**config.mk**
```make
export PLATFORM = sky130hd
export DESIGN_NAME = softmax_row_max_sub
export DESIGN_NICKNAME = d
export VERILOG_FILES = /design/src/rtl/softmax_row_max_sub.sv
export SDC_FILE = /design/constraint.sdc
export NUM_CORES = 1
export LEC_CHECK = 0
export ABC_AREA = 1
export BUFFER_PORTS_ARGS = -buffer_cell sky130_fd_sc_hd__buf_4
export CORE_UTILIZATION = 35
export CTS_BUF_LIST = sky130_fd_sc_hd__clkbuf_8
export DETAILED_ROUTE_END_ITERATION = 10
export PLACE_DENSITY_LB_ADDON = 0.15
export SLEW_MARGIN = 5
export SYNTH_ARGS = -nofsm -noshare
export SYNTH_HDL_FRONTEND = slang
export SYNTH_SLANG_ARGS = --single-unit
```
**constraint.sdc**
```tcl
create_clock -name clk -period 20.2 [get_ports clk]
set_input_delay 4.04 -clock clk [delete_from_list [all_inputs] [get_ports clk]]
set_output_delay 4.04 -clock clk [all_outputs]
set_load 0.1 [all_outputs]
```
**src/rtl/softmax_row_max_sub.sv**
```systemverilog
// ----------------------------------------------------------------------------
// softmax_row_max_sub
//
// Sits after the BRAM row reader in the softmax32 datapath. When the reader
// pulses i_start, the whole signed row is captured. The row maximum is then
// found with a sequential scan of N cycles. Finally x[i] - max is streamed
// for i = 0..N-1 over a valid/ready handshake. Every streamed value is <= 0,
// which keeps the input range of the following exp stage bounded.
//
// Ports
//   clk      : clock; all logic is on the rising edge
//   rst      : synchronous reset, active-high (aborts a row without done)
//   i_start  : one-cycle row-ready pulse; honoured only in IDLE
//   i_data   : N packed signed elements; element i is i_data[i*BIT_WIDTH +: BIT_WIDTH]
//   o_busy   : high in every state except IDLE
//   o_valid  : output beat valid (EMIT state)
//   i_ready  : downstream accepts the current beat
//   o_data   : signed x[o_idx] - max, one bit wider than the input
//   o_idx    : element index of the current beat
//   o_last   : high on the beat with o_idx = N-1
//   o_max    : signed row maximum, stable from the first beat until the next start
//   done     : one-cycle pulse after the last beat has been accepted
// ----------------------------------------------------------------------------
module softmax_row_max_sub #(
  parameter int BIT_WIDTH = 16,
  parameter int N         = 32,
  parameter int IDX_WIDTH = 5
) (
  input  logic                        clk,
  input  logic                        rst,
  input  logic                        i_start,
  input  logic [BIT_WIDTH*N-1:0]      i_data,
  output logic                        o_busy,
  output logic                        o_valid,
  input  logic                        i_ready,
  output logic signed [BIT_WIDTH:0]   o_data,
  output logic [IDX_WIDTH-1:0]        o_idx,
  output logic                        o_last,
  output logic signed [BIT_WIDTH-1:0] o_max,
  output logic                        done
);

  typedef enum logic [1:0] {
    IDLE    = 2'd0,
    SCAN    = 2'd1,
    EMIT    = 2'd2,
    DONE_ST = 2'd3
  } state_t;

  localparam logic [IDX_WIDTH-1:0]        LAST_IDX = IDX_WIDTH'(N - 1);
  // Most negative representable value: any element compares >= to it, so the
  // first element always becomes the running max.
  localparam logic signed [BIT_WIDTH-1:0] MIN_VAL  = {1'b1, {(BIT_WIDTH-1){1'b0}}};

  state_t                      state_reg, state_next;
  logic [IDX_WIDTH-1:0]        cnt_reg;
  logic signed [BIT_WIDTH-1:0] max_reg;
  logic signed [BIT_WIDTH-1:0] row_reg [N];
  logic signed [BIT_WIDTH-1:0] in_elem [N];

  logic                        load_row;
  logic                        cnt_at_last;
  logic                        emit_active;
  logic                        transfer;
  logic signed [BIT_WIDTH-1:0] cur_elem;
  logic signed [BIT_WIDTH:0]   diff;

  // Unpack the flat input bus into an element array.
  generate
    for (genvar gi = 0; gi < N; gi++) begin : g_unpack
      assign in_elem[gi] = i_data[gi*BIT_WIDTH +: BIT_WIDTH];
    end
  endgenerate

  assign load_row    = (state_reg == IDLE) && i_start;
  assign cnt_at_last = (cnt_reg == LAST_IDX);
  assign emit_active = (state_reg == EMIT);
  assign transfer    = emit_active && i_ready;
  assign cur_elem    = row_reg[cnt_reg];

  // Both operands sign-extended by one bit: the difference spans
  // [-(2^BIT_WIDTH - 1), 0] and therefore cannot wrap.
  assign diff = {cur_elem[BIT_WIDTH-1], cur_elem} - {max_reg[BIT_WIDTH-1], max_reg};

  // --------------------------------------------------------------------------
  // State register
  // --------------------------------------------------------------------------
  always_ff @(posedge clk) begin
    if (rst) begin
      state_reg <= IDLE;
    end else begin
      state_reg <= state_next;
    end
  end

  // --------------------------------------------------------------------------
  // Next-state logic
  // --------------------------------------------------------------------------
  always_comb begin
    state_next = state_reg;
    case (state_reg)
      IDLE:    if (i_start)                 state_next = SCAN;
      SCAN:    if (cnt_at_last)             state_next = EMIT;
      EMIT:    if (transfer && cnt_at_last) state_next = DONE_ST;
      DONE_ST:                              state_next = IDLE;
      default:                              state_next = IDLE;
    endcase
  end

  // --------------------------------------------------------------------------
  // Row buffer: captured only when a start is accepted, so a start pulse
  // arriving while busy cannot corrupt the row being processed.
  // --------------------------------------------------------------------------
  always_ff @(posedge clk) begin
    if (rst) begin
      for (int i = 0; i < N; i++) begin
        row_reg[i] <= '0;
      end
    end else if (load_row) begin
      for (int i = 0; i < N; i++) begin
        row_reg[i] <= in_elem[i];
      end
    end
  end

  // --------------------------------------------------------------------------
  // Index counter and running maximum
  // --------------------------------------------------------------------------
  always_ff @(posedge clk) begin
    if (rst) begin
      cnt_reg <= '0;
      max_reg <= '0;
    end else begin
      case (state_reg)
        IDLE: begin
          if (i_start) begin
            cnt_reg <= '0;
            max_reg <= MIN_VAL;
          end
        end
        SCAN: begin
          // Strict compare keeps the first occurrence on ties.
          if (cur_elem > max_reg) begin
            max_reg <= cur_elem;
          end
          cnt_reg <= cnt_at_last ? '0 : cnt_reg + 1'b1;
        end
        EMIT: begin
          if (transfer) begin
            cnt_reg <= cnt_at_last ? '0 : cnt_reg + 1'b1;
          end
        end
        default: begin
          cnt_reg <= '0;
        end
      endcase
    end
  end

  // --------------------------------------------------------------------------
  // Outputs: decoded from registered state only; i_ready never reaches
  // o_valid combinationally. max_reg holds its value after the row, so
  // o_max stays valid until the next start re-seeds it.
  // --------------------------------------------------------------------------
  assign o_busy  = (state_reg != IDLE);
  assign o_valid = emit_active;
  assign o_data  = emit_active ? diff : '0;
  assign o_idx   = emit_active ? cnt_reg : '0;
  assign o_last  = emit_active && cnt_at_last;
  assign o_max   = max_reg;
  assign done    = (state_reg == DONE_ST);

endmodule

```
==> out/qor.yml, run 1 <==
run_status:
  status: "complete, no violations"
final_layout:
  seq_area_um2: 15900
  nets: 4206
  fill_cells: 7842
  design_area_um2: 33600
  multi_input_area_um2: 8020
  drive_gt1_frac: 0.193
  largest_register_ffs: 512
  synthToLayoutAreaGrowth_pct: 24.9
placement:
  placed_area_um2: 31800
  gp_congestion: 0.879
  dp_hpwl_mm: 67.6
  portBuffers: 557
power:
  ir_drop_uv: 96.9
  leakage_nw: 16.5
  powerDensity_nw_per_um2: 128
synthesis:
  synth_top_family_by_area: "simple AND/OR/NAND/NOR gates"
  synth_fa_ha_area_frac: 0.0119
  yosysUniqueCellTypes: 36
  synth_top_area_frac: 0.571
  synth_nets: 3700
  yosys.area_share.simple: 0.271
  ys_seq_elements: 540
  synth_top_flop_cell: "edfxtp_1"
  async_flop_share: 0
  synth.yosys.seq_area_share: 0.592
  yosysWarnings: 0
  synth-edff-count: 512
  syn_area_um2: 26900
  synthCells: 3159
  yosys.area.top_type: "edfxtp_1"
  synth.avg_cell_area_um2: 8.53
  yosys.area_share.xor_xnor: 0.00163
  yosys-mux-area-fraction: 0
  synth_compound_area_frac: 0.0124
  synthTopCellsByArea: "edfxtp_1, nand2_1, nand3_1"
cts:
  numCtsBuffers: 100
  ctsHoldBuffers: 0
  cts_tree: "yes"
  clkTransAtPathRegs_ns: 0.06
  cts_buffer_depth: 3
  cts_sinks: 540
  root_buffer: "clkbuf_8"
  cts_resized: 0
  clkLatencyLatePin_ns: 0.69
  postCtsSetupBuffers: 0
  htreeDepth: 3
sta:
  fin_crit_sh: 0.476
  fmax_ghz: 0.104
  hold_violations: 0
  slew_headroom: 0.235
  rsz0062_at_grt: "no"
  fin_crit_ns: 9.61
  fin_tns_setup_ns: 0
  clock_skew_ns: 0.0303
  finalSetupViolCount: 0
  worst_pin_slew_ns: 1.15
  drv_slew: 0
die:
  num_rows: 101
  ioPinCount: 558
  start_util: 0.354
  core_area_um2: 76100
  dieArea_um2: 78100
  fp.dieH_um: 279
  die_w_um: 279
worst_setup_path:
  critPathCaptureType: "output port"
  crit_type: "register to output port"
  worst_ep_required_time_ns: 16.16
  path_max_fanout: 107
  r2r_setup_slack_ns: 14.80
  arrival_ns: 5.57
  cp-start-kind: "register"
global_routing:
  globalRouteTotalUtil: 0.243
  busiest_layer: "met2"
  grt_pass1_wl_mm: 139
  grt-ovfl-total: 0
  met2_usage: 0.374
  grt_pass1_vias: 21330
  met3_usage: 0.0410
  grt_max_degree: 176
  met1_usage: 0.348
  grt_antenna_before_repair: 3
detailed_routing:
  drtAntennaViolNets: 0
  via_per_inst: 4.68
  drt-pass1-iter-count: 7
  num_vias: 22341
  wl_per_cell_um: 20.3
  initialDrtViolationCount: 2115
  wirelength_mm: 96.8
  drc: 0
job:
  cap_viol_max_count: 0
hold_path:
  min_path_type: "register to register"
[per-stage QoR]
step	power (W)	cells	utilization	hold WS (ns)	setup WS [ns]
finish	0.00429	4776	0.442	0.540	10.59
global route	0.00455	4776	0.442	0.565	10.11
CTS	0.00433	4774	0.442	0.536	10.52
detailed placement	0.00335	4593	0.418	0.525	11.33
global placement	0.00336	4593	0.418	0.521	11.33
floorplan	0.00291	3159	-	0.475	3.92
[power by group]
group | internal [W] | leakage [nW] | switching [W]
Combinational | 0.000454 | 9.72 | 0.00127
Clock | 0.000484 | 1.05 | 0.000481
Sequential | 0.00151 | 5.69 | 0.0000960
[layer usage]
metal  vias up  part of all wire
li1      10903                 -
met1     10538              0.46
met2       757              0.45
met4         4             0.029
met3       139             0.063
met5         -           0.00029
[worst max-delay path, stage by stage, from the launching register on]
cell      delay [ns]
dfxtp_4         0.51
inv_8           0.58
buf_4           0.82
nand2_1         0.10
nand3_1         0.12
nand3_1         0.21
nand2_1         0.13
nand2_1         0.05
nand3_1         0.18
and2_1          0.23
ha_1            0.30
a21oi_1         0.17
nand2_1         0.10
a21oi_1         0.29
o21bai_1        0.21
a21oi_1         0.23
or2_0           0.13
and2_1          0.12
buf_4           0.28
[synth_stat cells (10+ instances only)]
library cell and n:
buf_4 30, ha_1 24, nor2_1 573, nand2_1 726, o21ai_0 10, nand3_1 442
edfxtp_1 512, dfxtp_1 28, and2_1 11, clkbuf_1 82, a21oi_1 44, inv_1 571
buf_1 17, buf_2 45
[area by class of cell]
type                    count  area share
well taps                1030      0.0383
inverters                 575      0.0645
diodes                      2    0.000149
repair buffers            580       0.131
clock buffers             106      0.0434
flip-flops and latches    540       0.474
multi-input cells        1868       0.238
clock inverters            75     0.00993
[final timing paths]
path	endpoint	from	cells past startpoint
worst max-delay path	o_data[11]	register	18
worst min-delay path	o_max[3]$_SDFFE_PP0P_	o_max[3]$_SDFFE_PP0P_	2
worst max register to register	o_max[15]$_SDFFE_PP0P_	register	21
worst min register to register	o_max[3]$_SDFFE_PP0P_	o_max[3]$_SDFFE_PP0P_	2
[layout by cell type (no fill, tap or decap), drive strengths merged, types with 4 or more instances in the layout]
cell type / netlist / routed
ha: 24 / 24
clkinv: 1 / 35
nor3: 4 / 4
dfxtp: 28 / 28
nor2: 574 / 574
and2: 11 / 11
o21ai: 16 / 16
edfxtp: 512 / 512
nand3: 444 / 444
a21oi: 44 / 44
buf: 94 / 580
clkbuf: 82 / 106
inv: 574 / 612
xor2: 4 / 4
nand2: 732 / 732
[cells by family after synthesis]
group | Yosys count
AO/OA/AOI/OAI | 65
adder cells (fa/ha/maj) | 25
XOR/XNOR | 5
flip-flops | 540
AND/OR/NAND/NOR | 1773
buffers and inverters | 751
Power figures use the tool's default switching activity.
==> inputs of run 2 (changes only) <==
==> constraint.sdc (replaced) <==
create_clock -name clk -period 8.1 [get_ports clk]
set_input_delay 1.62 -clock clk [delete_from_list [all_inputs] [get_ports clk]]
set_output_delay 1.62 -clock clk [all_outputs]
set_load 0.1 [all_outputs]
==> out/qor.yml, run 2 (synthesized netlist as in run 1, its figures left out) <==
sta:
  fin_crit_sh: 0.835
  slew_headroom: 0.264  # +0.0293
  fmax_ghz: 0.148
  finalSetupViolCount: 0  # unchanged
  fin_crit_ns: 6.77
  drv_slew: 0  # unchanged
  clock_skew_ns: 0.0390  # +0.00870 ns
  fin_ws_ns: 1.33  # -9.26 ns
  rsz0062_at_grt: "no"
  hold_violations: 0  # unchanged
  fin_tns_setup_ns: 0  # unchanged
  worst_pin_slew_ns: 1.10  # -0.0440 ns
cts:
  numCtsBuffers: 96  # -4.0%
  clkLatencyLatePin_ns: 0.72  # +0.03 ns
  cts_sinks: 540  # unchanged
  root_buffer: "clkbuf_8"
  postCtsSetupBuffers: 0  # unchanged
  ctsHoldBuffers: 0  # unchanged
  htreeDepth: 3  # unchanged
  cts_tree: "yes"
  clkTransAtPathRegs_ns: 0.06  # about the same
  cts_resized: 0  # unchanged
  cts_buffer_depth: 3  # unchanged
worst_setup_path:
  r2r_setup_slack_ns: 3.22  # -11.58 ns
  r2r-end: "o_max[15]$_SDFFE_PP0P_"
  cp-start-kind: "register"
  crit_type: "register to output port"
  arrival_ns: 5.15  # -0.42 ns
  path_max_fanout: 127  # +19%
  worst_ep_required_time_ns: 6.48  # -9.68 ns
  r2r.worst_path.cells: 22  # +4.8%
  critPathCaptureType: "output port"
power:
  power.total_w: 0.0107  # +150%
  powerDensity_nw_per_um2: 317  # +150%
  ir_drop_uv: 144  # +48%
  leakage_nw: 16.5  # +0.25%
job:
  cap_viol_max_count: 0  # unchanged
final_layout:
  stdcell_count: 4774  # -0.042%
  utilization: 0.443  # +0.00118
  synthToLayoutAreaGrowth_pct: 25.2
  mostFrequentLayoutCell: "nand2_1"
  largest_register_ffs: 512  # unchanged
  nets: 4201  # -0.12%
  drive_gt1_frac: 0.193  # -0.000380
  mostFrequentLayoutCells: "nand2_1, inv_1, nor2_1, buf_4, edfxtp_1"
placement:
  dp_cells: 4592  # -0.022%
  portBuffers: 557  # unchanged
  dp_hpwl_mm: 66.4  # -1.9%
  gp_congestion: 0.894  # +1.7%
  pre_cts_ws_ns: 2.15  # -9.18 ns
detailed_routing:
  via_per_inst: 4.67  # -0.20%
  wl_per_cell_um: 19.9  # -1.8%
  drtAntennaViolNets: 0  # unchanged
  initialDrtViolationCount: 1671  # -21%
  num_vias: 22286  # -0.25%
  wirelength_mm: 94.9  # -1.9%
  drc: 0  # unchanged
  drt-pass1-iter-count: 5  # -2
hold_path:
  min_path_cells: 2  # unchanged
  hold_path.startpoint: "o_max[3]$_SDFFE_PP0P_"
  min_to: "o_max[3]$_SDFFE_PP0P_"
  min_path_type: "register to register"
run_status:
  status: "complete, no violations"
die:
  start_util: 0.354  # unchanged
  num_rows: 101  # unchanged
  ioPinCount: 558  # unchanged
  fp.dieH_um: 279  # unchanged
  die_w_um: 279  # unchanged
  dieArea_um2: 78100  # unchanged
  core_area_um2: 76100  # unchanged
global_routing:
  grt-ovfl-total: 0  # unchanged
  grt_antenna_before_repair: 4  # +1
  grt_pass1_vias: 21325  # -0.023%
  grt_pass1_wl_mm: 138  # -1.0%
  grt_max_degree: 180  # +2.3%
  globalRouteTotalUtil: 0.239  # -0.00422
## run 2: cell types whose count changed in the layout (fill, tap and decap cells not counted)
cell | before | now
clkinv_1 | 25 | 24
buf_4 | 575 | 568
diode_2 | 2 | 3
inv_6 | 2 | 1
clkinvlp_4 | 3 | 1
bufinv_16 | 0 | 2
clkbuf_8 | 106 | 102
buf_12 | 4 | 10
inv_4 | 0 | 1
nand2_4 | 1 | 0
inv_8 | 1 | 3
clkinv_2 | 9 | 10
nand2_8 | 0 | 1
## run 2: stage by stage
step / hold WS (ns) / instance area (µm²)
after floorplan: 0.475 / 26900
after global placement: 0.510 / 31900
after detailed placement: 0.503 / 31900
after CTS: 0.518 / 33700
after global routing: 0.540 / 33700
final: 0.515 / 33700
## run 2: worst max-delay path by stage
stage	startpoint	end	slack (ns)	cells after the start
floorplan	rst	row_reg[0][0]$_SDFFCE_PN0P_	2.35	3
global placement	register	o_data[11]	2.20	18
detailed placement	register	o_data[11]	2.15	18
CTS	register	o_data[11]	1.35	18
global route	register	o_data[11]	1.04	18
finish	register	o_data[11]	1.33	18
## run 2: where the power goes
group	internal, W	leakage (nW)	switching, W
Combinational	0.00114	9.75	0.00311
Clock	0.00124	1.06	0.00121
Sequential	0.00377	5.69	0.000210
Total	0.00615	16.5	0.00453
## run 2: area by class of cell
cell class / count / area [µm²]
Inverter: 575 / 2170
Antenna cell: 3 / 7.51
Tap cell: 1030 / 1290
Multi-Input combinational cell: 1868 / 8030
Sequential cell: 540 / 15900
Clock inverter: 77 / 403
Timing Repair Buffer: 579 / 4480
Clock buffer: 102 / 1400
Fill cell: 7754 / 42400
## run 2: metal layers
layer	vias up	routed length, µm	GRT usage
met5	-	0	0
met4	0	2020	0.0628
met3	109	5070	0.0321
met2	750	43800	0.373
met1	10524	44100	0.349
li1	10903	-	-
## run 2: worst max-delay path, stage by stage (launching register included)
cell	delay (ns)
dfxtp_4	0.44
inv_8	0.55
buf_4	0.59
nand2_1	0.09
nand3_1	0.12
nand3_1	0.21
nand2_1	0.12
nand2_1	0.05
nand3_1	0.16
and2_1	0.22
ha_1	0.25
nand2_1	0.08
nor2_1	0.07
a21oi_1	0.28
o21bai_1	0.20
a21oi_1	0.24
or2_0	0.13
and2_1	0.12
buf_4	0.28
==> inputs of run 3 (changes only) <==
--- a/config.mk
+++ b/config.mk
@@ -5,7 +5,7 @@
 export SDC_FILE = /design/constraint.sdc
 export NUM_CORES = 1
 export LEC_CHECK = 0
-export ABC_AREA = 1
+export ABC_AREA = 0
 export BUFFER_PORTS_ARGS = -buffer_cell sky130_fd_sc_hd__buf_4
 export CORE_UTILIZATION = 35
 export CTS_BUF_LIST = sky130_fd_sc_hd__clkbuf_8
==> constraint.sdc (replaced) <==
create_clock -name clk -period 6.05 [get_ports clk]
set_input_delay 1.21 -clock clk [delete_from_list [all_inputs] [get_ports clk]]
set_output_delay 1.21 -clock clk [all_outputs]
set_load 0.1 [all_outputs]
==> out/qor.yml, run 3 <==
run_status:
  status: "complete, no violations"
cts:
  clkLatencyLatePin_ns: 0.70  # -0.02 ns
  clkTransAtPathRegs_ns: 0.06  # about the same
  htreeDepth: 3  # unchanged
  cts_sinks: 540  # unchanged
  cts_buffer_depth: 3  # unchanged
  cts_tree: "yes"
  root_buffer: "clkbuf_8"
  numCtsBuffers: 95  # -1.0%
worst_setup_path:
  critical_path_buf_inv_count: 4  # +1
  path_delay_family: "compound AO/OA/AOI/OAI gates"
  crit_chain: "buf_16, buf_12, mux2i_1, a22o_1, a2111oi_0, buf_4, a31oi_1, nand3_1, ha_1, nor2b_1, nor4b_1, o221a_2, buf_4"
  slowest_delay_ns: 0.73  # +0.14 ns
  cp-start-kind: "register"
  path_max_fanout: 24  # -81%
  critPathCaptureType: "output port"
  crit_type: "register to output port"
  cpMostUsedCell: "buf_4"
  critPathSlowestCell: "a2111oi_0"
  worst_ep_required_time_ns: 4.84  # -1.64 ns
  arrival_ns: 4.62  # -0.53 ns
hold_path:
  min_path_type: "register to register"
synthesis:
  synth_top_flop_cell: "edfxtp_1"
  synthTopCellsByArea: "edfxtp_1, and2_1, nor2b_1"
  yosysWarnings: 0  # unchanged
  ys_seq_elements: 540  # unchanged
  synthCells: 1747  # -45%
  yosysUniqueCellTypes: 61  # +69%
  synth.avg_cell_area_um2: 14.4  # +69%
  syn_area_um2: 25200  # -6.6%
  synth-edff-count: 512  # unchanged
  synth_nets: 2288  # -38%
  yosys.cell_count.top_type: "edfxtp_1"
  synth_top_area_frac: 0.611  # +0.0404
  yosys-top-cells-count: "edfxtp_1, and2_1, nor2b_1, mux2i_1, clkbuf_1"
  yosys.area.top_type: "edfxtp_1"
  synth.yosys.seq_area_share: 0.633  # +0.0419
  async_flop_share: 0  # unchanged
sta:
  drv_slew: 0  # unchanged
  fin_crit_sh: 0.964
  hold_violations: 0  # unchanged
  fmax_ghz: 0.171
  slew_headroom: 0.0113  # -0.253
  fin_crit_ns: 5.83
  finalSetupViolCount: 0  # unchanged
  clock_skew_ns: 0.0379  # -0.00108 ns
  fin_tns_setup_ns: 0  # unchanged
  worst_pin_slew_ns: 1.48  # +0.379 ns
die:
  dieArea_um2: 73000  # -6.6%
  fp.dieH_um: 270  # -3.3%
  start_util: 0.357  # +0.00264
  core_area_um2: 70500  # -7.3%
  ioPinCount: 558  # unchanged
  num_rows: 97  # -4.0%
  die_w_um: 270  # -3.3%
detailed_routing:
  drt-pass1-iter-count: 5  # unchanged
  wirelength_mm: 83.1  # -12%
  via_per_inst: 4.97  # +6.5%
  initialDrtViolationCount: 1054  # -37%
  drc: 0  # unchanged
  drtAntennaViolNets: 0  # unchanged
  wl_per_cell_um: 24.6  # +24%
  num_vias: 16781  # -25%
power:
  ir_drop_uv: 224  # +56%
  intPower_w: 0.00838  # +36%
  switching_share: 0.348  # -0.0759
  combPwrFrac: 0.340  # -0.059
  powerDensity_nw_per_um2: 394  # +24%
  clock_power_share: 0.240  # +0.011
  p_sw_w: 0.00448  # -1.2%
  leakage_nw: 12.7  # -23%
  power.share.sequential: 0.420  # +0.047
global_routing:
  globalRouteTotalUtil: 0.223  # -0.0158
  grt_pass1_wl_mm: 118  # -14%
  grt-ovfl-total: 0  # unchanged
  grt_pass1_vias: 17612  # -17%
  grt_max_degree: 289  # +61%
  grt_antenna_before_repair: 16  # +12
final_layout:
  largest_register_ffs: 512  # unchanged
  drive_gt1_frac: 0.355  # +0.162
  design_area_um2: 32600  # -3.3%
  fill_cells: 6425  # -17%
  mostFrequentLayoutCell: "buf_4"
  mostFrequentLayoutCells: "buf_4, edfxtp_1, and2_1, nor2b_1, mux2i_1"
  nets: 2900  # -31%
  synthToLayoutAreaGrowth_pct: 29.6
job:
  cap_viol_max_count: 0  # unchanged
placement:
  dp_hpwl_mm: 61.2  # -7.8%
  placed_area_um2: 30600  # -4.1%
  portBuffers: 557  # unchanged
  gp_congestion: 0.856  # -4.2%
-- run 3: cell count changes in the layout (fill, tap and decap cells not counted), sizes merged, moves of 116 or more --
cell / change
nor2b: +251
mux2i: +116
inv: -551
nand2: -708
nor2: -560
and2: +297
nand3: -419
-- run 3: power groups by stage --
stage	combinational, W	sequential (W)	clock [W]
global placement	0.00425	0.00547	0
global route	0.00468	0.00547	0.00332
floorplan	0.00275	0.00552	0
CTS	0.00432	0.00541	0.00318
detailed placement	0.00427	0.00547	0
finish	0.00437	0.00540	0.00308
-- run 3: worst paths after layout --
| check | start | end | slack (ns) | cells past startpoint |
|---|---|---|---|---|
| worst min register to register | o_max[10]$_SDFFE_PP0P_ | o_max[10]$_SDFFE_PP0P_ | 0.50 | 1 |
| worst max-delay path | register | o_data[16] | 0.22 | 13 |
| worst min-delay path | o_max[10]$_SDFFE_PP0P_ | o_max[10]$_SDFFE_PP0P_ | 0.50 | 1 |
| worst max register to register | register | o_max[6]$_SDFFE_PP0P_ | 1.31 | 15 |
-- run 3: area by class of cell --
type | count | area [µm²] | area share
Tap cell | 940 | 1180 | 0.0361
Clock inverter | 72 | 359 | 0.0110
Multi-Input combinational cell | 1063 | 8680 | 0.266
Clock buffer | 97 | 1340 | 0.0409
Sequential cell | 540 | 15900 | 0.489
Timing Repair Buffer | 634 | 5010 | 0.154
Antenna cell | 5 | 12.5 | 0.000384
Inverter | 25 | 93.8 | 0.00288
-- run 3: per-stage QoR --
| stage | hold WS [ns] | power [W] | utilization | worst slack (ns) | instances |
|---|---|---|---|---|---|
| finish | 0.499 | 0.0129 | 0.463 | 0.215 | 3376 |
| global route | 0.507 | 0.0135 | 0.463 | -0.00209 | 3376 |
| CTS | 0.498 | 0.0129 | 0.459 | 0.000517 | 3361 |
| detailed placement | 0.485 | 0.00974 | 0.434 | 0.355 | 3190 |
| global placement | 0.492 | 0.00972 | 0.434 | 0.355 | 3190 |
| floorplan | 0.459 | 0.00828 | - | 0.429 | 1747 |
-- run 3: per-layer routing --
metal	vias to the layer above	global-route usage	wire length, µm
li1	7720	-	-
met1	8348	0.278	33900
met2	563	0.383	41900
met3	130	0.0519	5110
met4	20	0.0685	2000
met5	-	0	137
-- run 3: cells by family (layout without fill, tap and decap cells) --
| group | count (synthesis) | after routing | synth area share |
|---|---|---|---|
| and+or+nand+nor | 653 | 653 | 0.158 |
| DFF | 540 | 540 | 0.633 |
| AOI/OAI and AO/OA | 193 | 193 | 0.0600 |
| muxes | 183 | 183 | 0.105 |
| buffers and inverters | 144 | 828 | 0.0276 |
| adders and majority gates | 25 | 25 | 0.0127 |
| xor gates and xnor gates | 9 | 9 | 0.00313 |
| other | 0 | 5 | 0 |
-- run 3: timing repair --
action / CTS / global route
resized for setup: 15 / 18
endpoints found under the setup margin: 9 / 10
hold buffers: 0 / 0
buffers inserted: 1 / 9
pin swaps: 0 / 2
gates cloned: 1 / 1
